--- src/rtl/led_toggle_demux_n_if.sv ---
// ============================================================================
// led_toggle_demux_n_if: enable/select/output bundle for led_toggle_demux_n.
// i_Mode exists only when LED_LFSR_MODE_EN is defined.  Rev 1.0
// ============================================================================
`default_nettype none

interface led_toggle_demux_n_if #(
  parameter int NUM_CH = 4,
  parameter int SEL_W  = 2
);
  logic              i_Enable;
  logic [SEL_W-1:0]  i_Sel;
  logic [NUM_CH-1:0] o_Data;
  logic              o_Toggle;
  logic              o_Busy;
`ifdef LED_LFSR_MODE_EN
  logic              i_Mode;

  modport master (output i_Enable, i_Sel, i_Mode, input o_Data, o_Toggle, o_Busy);
  modport slave  (input i_Enable, i_Sel, i_Mode, output o_Data, o_Toggle, o_Busy);
`else
  modport master (output i_Enable, i_Sel, input o_Data, o_Toggle, o_Busy);
  modport slave  (input i_Enable, i_Sel, output o_Data, o_Toggle, o_Busy);
`endif
endinterface

`default_nettype wire

--- src/rtl/led_toggle_demux_n.sv ---
// ============================================================================
// led_toggle_demux_n: prescaled blink source with glitch-free 1-to-N demux.
// Optional LFSR pattern mode: define LED_LFSR_MODE_EN.  Rev 1.0
// ============================================================================
`default_nettype none

module led_toggle_demux_n #(
  parameter int NUM_CH      = 4,
  parameter int SEL_W       = 2,
  parameter int COUNT_LIMIT = 4194303,
  parameter int SYNC_STAGES = 2
) (
  input  wire logic            i_Clk,
  input  wire logic            i_Rst,
  led_toggle_demux_n_if.slave  bus
);

  localparam int c_CNT_W = (COUNT_LIMIT > 0) ? $clog2(COUNT_LIMIT + 1) : 1;
  localparam logic [c_CNT_W-1:0] c_LIMIT = c_CNT_W'(COUNT_LIMIT);

  typedef enum logic [0:0] {
    S_RUN   = 1'b0,
    S_DRAIN = 1'b1
  } state_t;

  state_t              state_q, state_d;
  logic [SEL_W-1:0]    sync_q [SYNC_STAGES];
  logic [c_CNT_W-1:0]  cnt_q, cnt_d;
  logic                tog_q, tog_d;
  logic [SEL_W-1:0]    act_q, act_d;
  logic [NUM_CH-1:0]   data_q, data_d;
  logic                tog_o_q;
  logic [SEL_W-1:0]    w_sel_s;
  logic                w_wrap;
`ifdef LED_LFSR_MODE_EN
  logic [7:0]          lfsr_q, lfsr_d;
  logic                w_lfsr_fb;

  assign w_lfsr_fb = lfsr_q[7] ^ lfsr_q[5] ^ lfsr_q[4] ^ lfsr_q[3];
`endif

  // Select comes straight from board switches
  always_ff @(posedge i_Clk or posedge i_Rst) begin
    if (i_Rst) begin
      for (int i = 0; i < SYNC_STAGES; i++) sync_q[i] <= '0;
    end else begin
      sync_q[0] <= bus.i_Sel;
      for (int i = 1; i < SYNC_STAGES; i++) sync_q[i] <= sync_q[i-1];
    end
  end

  assign w_sel_s = sync_q[SYNC_STAGES-1];
  assign w_wrap  = bus.i_Enable && (cnt_q == c_LIMIT);

  always_comb begin
    cnt_d   = cnt_q;
    tog_d   = tog_q;
    act_d   = act_q;
    state_d = state_q;
`ifdef LED_LFSR_MODE_EN
    lfsr_d  = lfsr_q;
`endif
    if (w_wrap) begin
      cnt_d  = '0;
`ifdef LED_LFSR_MODE_EN
      tog_d  = bus.i_Mode ? lfsr_q[0] : ~tog_q;
      lfsr_d = {lfsr_q[6:0], w_lfsr_fb};
`else
      tog_d  = ~tog_q;
`endif
    end else if (bus.i_Enable) begin
      cnt_d = cnt_q + 1'b1;
    end

    // A switch overrides any same-cycle wrap so the new channel opens low
    case (state_q)
      S_RUN: begin
        if (w_sel_s != act_q) state_d = S_DRAIN;
      end
      S_DRAIN: begin
        if (w_sel_s == act_q) begin
          state_d = S_RUN;
        end else if (!tog_q) begin
          act_d   = w_sel_s;
          cnt_d   = '0;
          tog_d   = 1'b0;
          state_d = S_RUN;
        end else if (!bus.i_Enable) begin
          tog_d = 1'b0;
        end
      end
      default: state_d = S_RUN;
    endcase
  end

  always_comb begin
    data_d = '0;
    for (int k = 0; k < NUM_CH; k++) begin
      if (act_q == SEL_W'(k)) data_d[k] = tog_q;
    end
  end

  always_ff @(posedge i_Clk or posedge i_Rst) begin
    if (i_Rst) begin
      state_q <= S_RUN;
      cnt_q   <= '0;
      tog_q   <= 1'b0;
      act_q   <= '0;
      data_q  <= '0;
      tog_o_q <= 1'b0;
`ifdef LED_LFSR_MODE_EN
      lfsr_q  <= 8'h01;
`endif
    end else begin
      state_q <= state_d;
      cnt_q   <= cnt_d;
      tog_q   <= tog_d;
      act_q   <= act_d;
      data_q  <= data_d;
      tog_o_q <= tog_q;
`ifdef LED_LFSR_MODE_EN
      lfsr_q  <= lfsr_d;
`endif
    end
  end

  assign bus.o_Data   = data_q;
  assign bus.o_Toggle = tog_o_q;
  assign bus.o_Busy   = (state_q == S_DRAIN);

endmodule

`default_nettype wire
--- src/flat_wrapper.sv ---
// flat-port wrapper written by rule: the top's interface ports become plain ports
module led_toggle_demux_n_flat 
#(
  parameter int NUM_CH      = 4,
  parameter int SEL_W       = 2,
  parameter int COUNT_LIMIT = 4194303,
  parameter int SYNC_STAGES = 2
)
  (i_Clk, i_Rst, bus_i_Enable, bus_i_Sel, bus_o_Data, bus_o_Toggle, bus_o_Busy);
  led_toggle_demux_n_if #(.NUM_CH(NUM_CH), .SEL_W(SEL_W)) bus_i ();
  input  wire logic i_Clk;
  input  wire logic i_Rst;
  input wire logic [$bits(bus_i.i_Enable)-1:0] bus_i_Enable;
  input wire logic [$bits(bus_i.i_Sel)-1:0] bus_i_Sel;
  output wire logic [$bits(bus_i.o_Data)-1:0] bus_o_Data;
  output wire logic [$bits(bus_i.o_Toggle)-1:0] bus_o_Toggle;
  output wire logic [$bits(bus_i.o_Busy)-1:0] bus_o_Busy;
  assign bus_i.i_Enable = bus_i_Enable;
  assign bus_i.i_Sel = bus_i_Sel;
  assign bus_o_Data = bus_i.o_Data;
  assign bus_o_Toggle = bus_i.o_Toggle;
  assign bus_o_Busy = bus_i.o_Busy;
  led_toggle_demux_n #(.NUM_CH(NUM_CH), .SEL_W(SEL_W), .COUNT_LIMIT(COUNT_LIMIT), .SYNC_STAGES(SYNC_STAGES)) u_core (.i_Clk(i_Clk), .i_Rst(i_Rst), .bus(bus_i));
endmodule
--- config.mk ---
export PLATFORM = sky130hd
export DESIGN_NAME = led_toggle_demux_n_flat
export DESIGN_NICKNAME = d
export VERILOG_FILES = /design/src/rtl/led_toggle_demux_n_if.sv /design/src/rtl/led_toggle_demux_n.sv /design/src/flat_wrapper.sv
export SDC_FILE = /design/constraint.sdc
export NUM_CORES = 1
export LEC_CHECK = 0
export BUFFER_PORTS_ARGS = -buffer_cell sky130_fd_sc_hd__buf_2
export CORE_MARGIN = 2
export CORE_UTILIZATION = 35
export CTS_CLUSTER_SIZE = 14
export DETAILED_ROUTE_END_ITERATION = 8
export HOLD_SLACK_MARGIN = 0.15
export PLACE_DENSITY_LB_ADDON = 0.2
export SLEW_MARGIN = 20
export SYNTH_ARGS = -nofsm -noshare
export SYNTH_HDL_FRONTEND = slang
export SYNTH_SLANG_ARGS = --single-unit
--- constraint.sdc ---
create_clock -name i_Clk -period 1.7 [get_ports i_Clk]
set_clock_uncertainty 0.2 [all_clocks]
set_input_delay 0.17 -clock i_Clk [delete_from_list [all_inputs] [get_ports i_Clk]]
set_output_delay 0.17 -clock i_Clk [all_outputs]
set_load 0.02 [all_outputs]
# Word level (Yosys, flattened, before mapping)
# Cells that the tools add are included.
dict set report op_classes {
  n_addsub 1
  n_eq_ne 6
  n_mux 18
  bitwise 3
  reduce_logical 3
}
# operator n
set op_table {}
lappend op_table {{$mux W22} 5}
lappend op_table {{$add A22 B1 Y22 const B} 1}
lappend op_table {{$eq A22 B22 Y1 const B} 1}
lappend op_table {{$mux W1} 12}
lappend op_table {{$eq A2 B2 Y1 const B} 2}
lappend op_table {{$not A1 Y1} 3}
lappend op_table {{$reduce_and A3 Y1} 1}
lappend op_table {{$eq A2 B1 Y1 const B} 1}
lappend op_table {{$eq A2 B2 Y1} 1}
lappend op_table {{$logic_not A2 Y1} 1}
lappend op_table {{$ne A2 B2 Y1} 1}
lappend op_table {{$pmux W1 S2} 1}
lappend op_table {{$logic_and A1 B1 Y1} 1}
dict set report word_totals {
  regBits 35
  out_inout_bits 6
  wordCells 39
}

# Logic depth before layout (Yosys ltp)
dict set report logic_depth {
  depth_word 7
  mapped_depth 7
  ltp_nobuf 6
}

# Worst setup path after synthesis
# Ideal clock, no wire load.
dict set report synth_path {
  path_type {register to register}
  start {register u_core.cnt_q[0]}
  end {register u_core.cnt_q[16]}
  setup_time_ps 119
  arrival_ps 1522
  required_ps 1381
  setup_slack_ps -140
  stages_incl_launch_ff 8
  path_buffers 1
  period_less_slack_ps 1840
  cell_sequence {dfrtp_1 > ha_1 > nand4_2 > nor2_2 > nand3_4 > o21bai_2 > buf_6 > nor2_1}
}
dict set report synth_via {
  elab_chain_len 6
  elab_cells_between_ends 8
}
# item line
set synth_rtl {}
lappend synth_rtl {{from (decl)} led_toggle_demux_n.sv:28} ;# logic [c_CNT_W-1:0] cnt_q, cnt_d;
lappend synth_rtl {{from (signal assigned)} led_toggle_demux_n.sv:116} ;# cnt_q <= cnt_d;
lappend synth_rtl {{$add A22 B1 Y22 / $eq A22 B22 Y1 (equally long branches)} {led_toggle_demux_n.sv:72, led_toggle_demux_n.sv:53}}
lappend synth_rtl {{$mux W22 / $logic_and A1 B1 Y1 (equally long branches)} {led_toggle_demux_n.sv:71, led_toggle_demux_n.sv:53}}
lappend synth_rtl {{$mux W22 (*)} led_toggle_demux_n.sv:63} ;# if (w_wrap) begin
lappend synth_rtl {{$mux W22} led_toggle_demux_n.sv:83} ;# end else if (!tog_q) begin
lappend synth_rtl {{$mux W22} led_toggle_demux_n.sv:81} ;# if (w_sel_s == act_q) begin
lappend synth_rtl {{$mux W22 (*)} led_toggle_demux_n.sv:76} ;# case (state_q)
lappend synth_rtl {{named net u_core.cnt_d[16]} led_toggle_demux_n.sv:28}
# Mark *: on every way through the listed nets, which the timed path passes. The rest lies on a longest branch.
# A chain may end at the register's enable or synchronous reset.

# Final worst setup path
dict set report layout_path {
  start {register u_core.cnt_q[1]}
  end {register u_core.tog_q}
}
dict set report layout_via {
  elab_chain_len 7
}
# item line
set layout_rtl {}
lappend layout_rtl {{$eq A22 B22 Y1 (*)} led_toggle_demux_n.sv:53} ;# assign w_wrap = bus.i_Enable && (cnt_q == c_LIMIT);
lappend layout_rtl {{$logic_and A1 B1 Y1 (*)} led_toggle_demux_n.sv:53}
lappend layout_rtl {{$mux W1 (*)} led_toggle_demux_n.sv:63}
lappend layout_rtl {{$mux W1} led_toggle_demux_n.sv:88} ;# end else if (!bus.i_Enable) begin
lappend layout_rtl {{$mux W1} led_toggle_demux_n.sv:83}
lappend layout_rtl {{$mux W1} led_toggle_demux_n.sv:81}
lappend layout_rtl {{$mux W1 (*)} led_toggle_demux_n.sv:76}
lappend layout_rtl {{named net u_core.tog_d} led_toggle_demux_n.sv:29} ;# logic tog_q, tog_d;
lappend layout_rtl {{to (signal assigned)} led_toggle_demux_n.sv:117} ;# tog_q <= tog_d;
lappend layout_rtl {{to (decl)} led_toggle_demux_n.sv:29}
# Marked as above.

==> reports/qor.txt <==
count of clock tree sinks = 35
wire length of the first global-routing pass = 5.602 mm
fraction of the cycle the final worst path needs = 1.018
placed instance count = 231
area of all sequential standard cells = 878.3 um^2
remaining antenna violation count = 0
number of CTS-inserted buffers = 5
worst slew pin tran = 442.1 ps
netlist area before placement = 1573 um^2
RePlAce Congestion = 0.6965
IR Drop Worst-Case VDD = 603.6 uV
Root Driver = clkbuf_8
share of final-layout standard cells stronger than drive strength 1 = 0.4154
#FFs+latches synth = 35
height of the chip = 71.04 um
worst hold slack across all endpoints = 151.8 ps
area of the multi-input gates = 775.7 um^2
final hold vios = 0
worst min-delay path category = reg2reg
final-layout fill cell count = 370
Routed wire per std cell = 13.13 um
unrepaired setup endpoints after global routing = true
post-synth cell types = 32
average instance area after synthesis = 11.15 um^2
share of the yosys chip area belonging to registers = 0.5569
Place WS = -55.13 ps
leading cell types by total area after synthesis = dfrtp_1, xor2_1, nor2_1, xnor2_1, nand2_1
number of iterations in the first detailed-routing pass = 4
Setup CP Type = reg2reg
peak clock frequency supported by timing = 577.9 MHz
wire length reported by the detailed router = 3.243 mm
CTS tree = built
status = finished with violations
area leader, netlist = dfrtp_1
number of nets produced by synthesis = 147
Max FO, Critical Path = 4
most frequently used flop master after synthesis = dfrtp_1
post-synthesis cell count = 141
clock slew seen by the registers of the worst setup and hold paths = 70 ps
number of cells in the finished layout apart from fillers = 247
maximum capacitance violations = 0
vias per inst = 4.737
setup-violating endpoint count in the final report = 6
maximum clock insertion buffer count = 2
Net Switching = 0.7382 mW
fraction of power spent switching nets = 0.2811
DRT iter0 DRCs = 47
power share of the sequential group = 0.374
area growth from synthesis to final layout = 42.56%
total number of H-tree levels = 2
internal power = 1.888 mW
# IOs = 11
final setup TNS = -109.8 ps
aggregate global routing overflow = 0
number of core rows = 24
Die Footprint = 5046 um^2
overall global routing resource usage = 0.1425
detailed placer's ending HPWL = 2.158 mm
Comb power frac = 0.290
endpoint arrival time on the critical path = 1760 ps
vias in the first global route = 1250
Relative slew margins = 0.7053
YS warnings = 0
Worst setup EP type = flop
die width = 71.04 um
number of vias in the routed layout = 1170
setup slack on the worst flop-to-flop path = -30 ps
data required time of the critical path = 1730 ps
number of remaining DRC errors = 0
violated checks = setup timing
initial antenna violation count = 0
power per cell area = 1171 nW/um^2
Core Area = 4354 um^2
antenna fix cells = 0
final critical-path required period = 1730 ps
pin count of the biggest net entering global routing = 36
Starting Density = 0.3612
leak pwr = 1.023 nW
final net count = 200
final-report max-slew violation count = 0
number of port buffers = 10
Post-synth ARST share = 1.000
clock power share = 0.336
top cell type's share of synthesized area = 0.5569
count of flip-flops with a built-in enable after synthesis = 0
post-route worst setup slack = -30.45 ps
Startpoint Class = flop
Worst-Skew Late Latency = 280 ps
cells by family (layout without fill, tap and decap cells):
| group | after synthesis | after routing | share of synthesized area |
|---|---|---|---|
| AOI/OAI and AO/OA | 5 | 5 | 0.02307 |
| and+or+nand+nor | 71 | 71 | 0.2522 |
| DFF | 35 | 35 | 0.5569 |
| adders and majority gates | 1 | 1 | 0.007954 |
| xor gates and xnor gates | 22 | 22 | 0.1225 |
| buffers and inverters | 4 | 58 | 0.01671 |
| muxes | 3 | 3 | 0.02068 |
routing by layer:
layer,share of wire,GRT usage,wire length [um],vias to the layer above
met5,0,0,0,-
met4,0.014,0.06499,44,0
met3,0.028,0.04274,90,6
met2,0.47,0.2222,1536,17
met1,0.48,0.1830,1572,564
li1,-,-,-,583
cells in the mapped netlist (2+ instances only):
library cell,count
nor4_1,3
a21oi_1,2
mux2_2,2
nor2_2,2
inv_1,2
nand4_1,5
nand2_1,13
xor2_1,13
dfrtp_1,35
nand3_1,7
xnor2_1,9
and3_1,2
nor2_1,27
flip-flops by register name, summed over array words and instances, names as in the netlist:
name / count
u_core.cnt_q: 22
u_core.bus.o_Data: 4
u_core.act_q: 2
u_core.sync_q: 2
u_core.w_sel_s: 2
u_core.bus.o_Busy: 1
u_core.bus.o_Toggle: 1
u_core.tog_q: 1
repair_timing:
item	CTS	global route
pin swaps	3	8
gates cloned	0	2
hold buffers	4	0
endpoints found under the setup margin	8	23
gates resized for setup	3	19
setup buffers	1	1
hold endpoints to repair	39	0
final cells by class:
class                      count  area share
clock buffer                   5     0.03069
clock inverter                 3     0.03013
inverter                       2    0.003348
multi-input combinational    102      0.3460
sequential                    35      0.3917
tap                           52     0.02902
timing repair buffer          48      0.1691
layout by cell type (no fill, tap or decap), drive strengths merged:
| master | n |
|---|---|
| inv | 2 |
| nand2 | 13 |
| dfrtp | 35 |
| and2 | 1 |
| nor2 | 29 |
| and4 | 1 |
| nand4 | 7 |
| o221ai | 1 |
| buf | 43 |
| mux2 | 2 |
| ha | 1 |
| nand3 | 8 |
| bufinv | 2 |
| nor3b | 1 |
| a31oi | 1 |
| mux2i | 1 |
| nor3 | 1 |
| nor4 | 4 |
| nor2b | 1 |
| xor2 | 13 |
| a21oi | 2 |
| o21bai | 1 |
| clkinvlp | 1 |
| or4b | 1 |
| dlygate4sd3 | 4 |
| and3 | 3 |
| and3b | 1 |
| clkbuf | 6 |
| xnor2 | 9 |
power by group through the flow:
stage / clock network (mW) / registers [mW] / logic (mW)
after floorplan: 0 / 1.01 / 0.315
after global placement: 0 / 0.976 / 0.560
after global routing: 0.957 / 0.994 / 0.829
after CTS: 0.914 / 0.967 / 0.585
after detailed placement: 0 / 0.983 / 0.574
final: 0.882 / 0.981 / 0.763
per-stage QoR:
| stage | total power, mW | utilization | area [um^2] |
|---|---|---|---|
| after global placement | 1.536 | 0.4434 | 1931 |
| after global routing | 2.780 | 0.5149 | 2242 |
| final | 2.626 | 0.5149 | 2242 |
| after CTS | 2.466 | 0.4879 | 2125 |
| after floorplan | 1.325 | - | 1597 |
| after detailed placement | 1.557 | 0.4434 | 1931 |
path summary, 6_finish.rpt:
| kind | from | end | cells after the start |
|---|---|---|---|
| max | u_core.cnt_q[1]$_DFF_PP0_ | u_core.tog_q$_DFF_PP0_ | 6 |
| min | u_core.sync_q[3]$_DFF_PP0_ | u_core.w_sel_s[1]$_DFF_PP0_ | 0 |
| max reg2reg | u_core.cnt_q[1]$_DFF_PP0_ | u_core.tog_q$_DFF_PP0_ | 6 |
| min reg2reg | u_core.sync_q[3]$_DFF_PP0_ | u_core.w_sel_s[1]$_DFF_PP0_ | 0 |
| max in group asynchronous | i_Rst | u_core.cnt_q[2]$_DFF_PP0_ | 4 |
| min in group asynchronous | i_Rst | u_core.sync_q[2]$_DFF_PP0_ | 4 |
worst max-delay path, cell delays in order, from the launching register on:
cell     delay (ps)
dfrtp_1         400
ha_4            170
nand4_4         140
nor2_4          140
nand3_4          90
or4b_1          470
nand2_1          70
No activity file was read; power rests on OpenSTA's default activity.
